[src/rtl/video_timing_pkg.sv]
// ============================================================================
// Module      : video_timing_pkg
// Description : Raster timing helpers shared by video_timing_gen and its axis
//               counters (totals, sync window bounds, sync pin polarity).
// Revision    : 1.0 - initial release
// ============================================================================
`default_nettype none

package video_timing_pkg;

    function automatic int axis_total(input int active, input int fp, input int sync, input int bp);
        return active + fp + sync + bp;
    endfunction

    function automatic int sync_start(input int active, input int fp);
        return active + fp;
    endfunction

    function automatic int sync_end(input int active, input int fp, input int sync);
        return active + fp + sync;
    endfunction

    function automatic logic sync_level(input logic asserted, input logic pol);
        return asserted ? pol : ~pol;
    endfunction

endpackage

`default_nettype wire

[src/rtl/video_axis_counter.sv]
// ============================================================================
// Module      : video_axis_counter
// Description : One raster axis: enabled counter wrapping at TOTAL (or TOTAL+1
//               when extend is set), registered blank and sync decode.
// Revision    : 1.0 - initial release
// ============================================================================
`default_nettype none

module video_axis_counter
    import video_timing_pkg::*;
#(
    parameter int W          = 11,
    parameter int TOTAL      = 632,
    parameter int ACTIVE     = 512,
    parameter int SYNC_START = 520,
    parameter int SYNC_END   = 567,
    parameter bit SYNC_POL   = 1'b0
) (
    input  logic         clk,
    input  logic         rst_n,
    input  logic         en,
    input  logic         extend,
    output logic [W-1:0] pos,
    output logic         blank,
    output logic         sync,
    output logic         blank_nxt,
    output logic         at_end
);

    localparam logic [W-1:0] c_last       = W'(TOTAL - 1);
    localparam logic [W-1:0] c_active     = W'(ACTIVE);
    localparam logic [W-1:0] c_sync_start = W'(SYNC_START);
    localparam logic [W-1:0] c_sync_end   = W'(SYNC_END);

    logic [W-1:0] w_last;
    logic [W-1:0] w_pos_nxt;
    logic         w_sync_nxt;

    assign w_last = extend ? c_last + W'(1) : c_last;
    assign at_end = (pos == w_last);

    always_comb begin
        w_pos_nxt = pos;
        if (en) begin
            w_pos_nxt = at_end ? '0 : pos + W'(1);
        end
    end

    // Decode the next count so the flags land on the same edge as the counter.
    assign blank_nxt  = (w_pos_nxt >= c_active);
    assign w_sync_nxt = sync_level((w_pos_nxt >= c_sync_start) && (w_pos_nxt < c_sync_end), SYNC_POL);

    always_ff @(posedge clk or negedge rst_n) begin
        if (!rst_n) begin
            pos   <= '0;
            blank <= 1'b0;
            sync  <= ~SYNC_POL;
        end else begin
            pos   <= w_pos_nxt;
            blank <= blank_nxt;
            sync  <= w_sync_nxt;
        end
    end

endmodule

`default_nettype wire

[src/rtl/video_timing_gen.sv]
// ============================================================================
// Module      : video_timing_gen
// Description : Parametrised raster timing generator (H/V counters, sync,
//               blank, data enable, line/frame markers). Optional interlace via
//               VIDEO_TIMING_INTERLACE_EN.
// Revision    : 1.0 - initial release
// ============================================================================
`default_nettype none

module video_timing_gen
    import video_timing_pkg::*;
#(
    parameter int H_ACTIVE  = 512,
    parameter int H_FP      = 8,
    parameter int H_SYNC    = 47,
    parameter int H_BP      = 65,
    parameter int V_ACTIVE  = 240,
    parameter int V_FP      = 1,
    parameter int V_SYNC    = 3,
    parameter int V_BP      = 18,
    parameter bit HSYNC_POL = 1'b0,
    parameter bit VSYNC_POL = 1'b0,
    parameter int HW        = 11,
    parameter int VW        = 10
) (
    input  logic          clk_vid,
    input  logic          reset_n,
    input  logic          ce_pix,
    output logic [HW-1:0] hpos,
    output logic [VW-1:0] vpos,
    output logic          hsync,
    output logic          vsync,
    output logic          hblank,
    output logic          vblank,
    output logic          de,
    output logic          line_start,
    output logic          frame_start,
    output logic          field
);

    localparam int H_TOTAL = axis_total(H_ACTIVE, H_FP, H_SYNC, H_BP);
    localparam int V_TOTAL = axis_total(V_ACTIVE, V_FP, V_SYNC, V_BP);

    logic w_h_end;
    logic w_v_end;
    logic w_h_blank_nxt;
    logic w_v_blank_nxt;
    logic w_line_wrap;
    logic w_frame_wrap;
    logic w_extend;

    assign w_line_wrap  = ce_pix & w_h_end;
    assign w_frame_wrap = w_line_wrap & w_v_end;

    video_axis_counter #(
        .W          (HW),
        .TOTAL      (H_TOTAL),
        .ACTIVE     (H_ACTIVE),
        .SYNC_START (sync_start(H_ACTIVE, H_FP)),
        .SYNC_END   (sync_end(H_ACTIVE, H_FP, H_SYNC)),
        .SYNC_POL   (HSYNC_POL)
    ) u_h_axis (
        .clk       (clk_vid),
        .rst_n     (reset_n),
        .en        (ce_pix),
        .extend    (1'b0),
        .pos       (hpos),
        .blank     (hblank),
        .sync      (hsync),
        .blank_nxt (w_h_blank_nxt),
        .at_end    (w_h_end)
    );

    video_axis_counter #(
        .W          (VW),
        .TOTAL      (V_TOTAL),
        .ACTIVE     (V_ACTIVE),
        .SYNC_START (sync_start(V_ACTIVE, V_FP)),
        .SYNC_END   (sync_end(V_ACTIVE, V_FP, V_SYNC)),
        .SYNC_POL   (VSYNC_POL)
    ) u_v_axis (
        .clk       (clk_vid),
        .rst_n     (reset_n),
        .en        (w_line_wrap),
        .extend    (w_extend),
        .pos       (vpos),
        .blank     (vblank),
        .sync      (vsync),
        .blank_nxt (w_v_blank_nxt),
        .at_end    (w_v_end)
    );

`ifdef VIDEO_TIMING_INTERLACE_EN
    // Odd fields carry one extra blanked line past the back porch.
    always_ff @(posedge clk_vid or negedge reset_n) begin
        if (!reset_n) begin
            field <= 1'b0;
        end else if (w_frame_wrap) begin
            field <= ~field;
        end
    end
    assign w_extend = field;
`else
    assign field    = 1'b0;
    assign w_extend = 1'b0;
`endif

    always_ff @(posedge clk_vid or negedge reset_n) begin
        if (!reset_n) begin
            line_start  <= 1'b0;
            frame_start <= 1'b0;
            de          <= 1'b1;
        end else begin
            line_start  <= w_line_wrap;
            frame_start <= w_frame_wrap;
            de          <= ~w_h_blank_nxt & ~w_v_blank_nxt;
        end
    end

endmodule

`default_nettype wire
[config.mk]
export PLATFORM = sky130hd
export DESIGN_NAME = video_timing_gen
export DESIGN_NICKNAME = d
export VERILOG_FILES = /design/src/rtl/video_timing_pkg.sv /design/src/rtl/video_axis_counter.sv /design/src/rtl/video_timing_gen.sv
export SDC_FILE = /design/constraint.sdc
export NUM_CORES = 1
export LEC_CHECK = 0
export ABC_AREA = 1
export CELL_PAD_IN_SITES_DETAIL_PLACEMENT = 1
export CELL_PAD_IN_SITES_GLOBAL_PLACEMENT = 2
export CORE_MARGIN = 1
export CORE_UTILIZATION = 28
export DETAILED_ROUTE_END_ITERATION = 6
export PLACE_DENSITY = 0.77
export SETUP_SLACK_MARGIN = 0.5
export SLEW_MARGIN = 15
export SYNTH_ARGS = -nofsm -noshare
export SYNTH_HDL_FRONTEND = slang
export SYNTH_SLANG_ARGS = --single-unit
[constraint.sdc]
create_clock -name clk_vid -period 1.7 [get_ports clk_vid]
set_input_delay 0.255 -clock clk_vid [delete_from_list [all_inputs] [get_ports clk_vid]]
set_output_delay 0.255 -clock clk_vid [all_outputs]
set_load 0.02 [all_outputs]
==> results.json, run 1 <==
{
  "status": "complete, no violations",
  "yosysWarningCount": 0,
  "design.core.area_um2": 5956,
  "first_iter_violations": 42,
  "drc": 0,
  "instances_no_fill": 434,
  "path_max_fanout": 4,
  "synth_top_area_share": 0.3600,
  "place_area_um2": 2441,
  "powerDensity_nw_per_um2": 855.7,
  "wl_per_cell_um": 13.42,
  "grt_overflow": 0,
  "cap_viol_max_count": 0,
  "netlist_top_cells_area": "dfrtp_1, nand2_1, inv_1",
  "synth-seq-cells": 28,
  "row_count": 28,
  "finalHoldViolCount": 0,
  "setup_violations": 0,
  "netlist-cell-type-count": 26,
  "dpl_worst_slack_ps": -276.5,
  "nets": 366,
  "slew_violations": 0,
  "crit_type": "register to register",
  "clkSlewWorstSetupHoldPaths_ps": 110,
  "hold_class": "input port to asynchronous set/reset pin",
  "peakVddDrop_mv": 0.7355,
  "period_share": 0.9510,
  "cts_root_buffer": "clkbuf_8",
  "die_area_um2": 6526,
  "drive_gt1_frac": 0.5766,
  "syn_avg_cell_area_um2": 6.762,
  "syn-num-nets": 263,
  "cts_made_buffers": 3,
  "cts_sinks": 28,
  "grt_pass1_wl_um": 9335,
  "max_freq_ghz": 0.6186,
  "crit_path_start_kind": "register",
  "drtPass1Iterations": 4,
  "rrSetupSlack_ps": 80,
  "clk_latency_ps": 280,
  "hold_ws_ps": 356.4,
  "antenna_cells": 0,
  "finalCriticalPeriod_ps": 1617,
  "die_y_um": 80.79,
  "grt_max_degree": 29,
  "rsz0062_at_grt": "true",
  "post-route-util": 0.5294,
  "place_congestion": 0.7648,
  "die-width_um": 80.79,
  "drtAntennaViolNets": 0,
  "vias": 1921,
  "io_pins": 32,
  "htreeDepth": 1,
  "grt.total_usage": 0.1878,
  "multi_input_area_um2": 1156,
  "reg2reg_to": "u_v_axis.sync",
  "timing.rr.start": "u_h_axis.pos[0]",
  "ctsLongestPathBuffers": 2,
  "reg2regPathDepth": 11,
  "cp-end-kind": "register",
  "viasPerCell": 4.426,
  "setup_ws_ps": 83.38,
  "cellLeakagePower_nw": 1.560,
  "yosysSeqAreaShare": 0.4053,
  "p_total_mw": 2.698,
  "hpwl_um": 4020,
  "skew_ps": 6.106,
  "grt_antenna_before_repair": 0,
  "crit_required_ps": 1930,
  "grt_pass1_vias": 2008,
  "final_cell_area_um2": 3153,
  "yosys.area.top_type": "dfrtp_1",
  "port_buffers": 30,
  "layout.area.seq_um2": 723.2,
  "worstPathArrival_ps": 1840,
  "syn_inst": 257,
  "dp.cells": 393,
  "area_growth_pct": 81.43,
  "cts_tree": "yes",
  "initial_core_util": 0.2918,
  "wirelength_um": 5824,
  "setup-tns-final_ps": 0,
  "netlist_area_um2": 1738,
  "fill_cells": 751
}
final cells by class:
| type | instances | share of cell area |
|---|---|---|
| flip-flops and latches | 28 | 0.2294 |
| repair buffers | 101 | 0.2952 |
| multi-input cells | 180 | 0.3667 |
| inverters | 46 | 0.05635 |
| clock inverters | 1 | 0.009524 |
| well taps | 75 | 0.02976 |
| clock buffers | 3 | 0.01310 |
kinds of logic (layout without fill, tap and decap cells):
family	count (synthesis)	in the layout	share of synthesized area
AO/OA/AOI/OAI	6	6	0.02088
XOR/XNOR	4	4	0.02016
adder cells (fa/ha/maj)	3	3	0.02160
buffers and inverters	49	151	0.1130
flip-flops	28	28	0.4053
other	1	1	0.002158
AND/OR/NAND/NOR	166	166	0.4168
what timing repair did:
item | CTS | global route
pin swaps | 31 | 22
cloned | 0 | 1
buffers inserted | 24 | 12
resized for setup | 192 | 61
hold buffers | 0 | 0
setup endpoints to repair | 56 | 55
endpoints found under the hold margin | 0 | 0
Yosys cell counts, drive strengths merged:
cell type / count
buf: 3
conb: 1
dfrtp: 25
dfstp: 3
ha: 3
inv: 46
nand2: 88
nand3: 25
nand3b: 2
nand4: 3
nor2: 46
nor3: 1
nor3b: 1
o21ai: 5
o21bai: 1
xnor2: 1
xor2: 3
layer usage:
metal / vias up / wire length, µm / GRT usage
met5: - / 0 / 0
met4: 0 / 58 / 0.03929
met3: 4 / 100 / 0.01573
met2: 20 / 3122 / 0.3576
met1: 924 / 2542 / 0.2285
li1: 973 / - / -
how the worst max path moves through the flow:
stage	from	end	slack, ps	cells past startpoint
after floorplan	u_h_axis.pos[1]	u_h_axis.sync	230	10
after CTS	u_h_axis.pos[0]	u_h_axis.sync	100	9
final	u_h_axis.pos[0]	u_v_axis.sync	80	11
after global placement	ce_pix	u_h_axis.sync	-250	10
after detailed placement	ce_pix	u_h_axis.sync	-280	9
after global routing	u_h_axis.pos[6]	u_v_axis.sync	-40	12
cell usage in the layout, fill, tap and decap left out, types with 5 or more instances in the layout:
master | netlist | final
nand2_1 | 83 | 56
buf_4 | 1 | 51
buf_6 | 1 | 40
inv_1 | 40 | 31
nand2_2 | 5 | 29
nor2_1 | 39 | 24
nand3_1 | 23 | 15
dfrtp_2 | 0 | 15
inv_2 | 6 | 13
nor2_4 | 1 | 11
nor2_2 | 6 | 11
dfrtp_1 | 25 | 10
nand3_4 | 0 | 5
nand3_2 | 2 | 5
state kept, by name (all words and copies together) (netlist names):
register / cells
u_h_axis.pos: 11
u_v_axis.pos: 10
de: 1
frame_start: 1
line_start: 1
u_h_axis.blank: 1
u_h_axis.sync: 1
u_v_axis.blank: 1
u_v_axis.sync: 1
critical path: stages, from the launching register on:
cell and delay, ps:
dfrtp_2 400, ha_4 170, nand2_2 50, nand3b_1 210, nor2_2 210, buf_4 140, nand3_2 60, nand2_2 80
nand2_2 70, nand2_2 80, nor2_1 40, nand3_1 60
where the power goes:
| group | switching (mW) | internal, mW | total, mW |
|---|---|---|---|
| logic | 0.633 | 0.633 | 1.27 |
| registers | 0.128 | 0.764 | 0.893 |
| clock network | 0.224 | 0.316 | 0.540 |
| total | 0.986 | 1.71 | 2.70 |
(Power assumes the default switching activity.)
==> run 2: changes to the inputs <==
--- a/config.mk
+++ b/config.mk
@@ -13,7 +13,7 @@
 export DETAILED_ROUTE_END_ITERATION = 6
 export PLACE_DENSITY = 0.77
 export SETUP_SLACK_MARGIN = 0.5
-export SLEW_MARGIN = 15
+export SLEW_MARGIN = 20
 export SYNTH_ARGS = -nofsm -noshare
 export SYNTH_HDL_FRONTEND = slang
 export SYNTH_SLANG_ARGS = --single-unit
==> results of run 2 <==
Same layout as run 1: the final DEF is identical, and so are final timing and power.
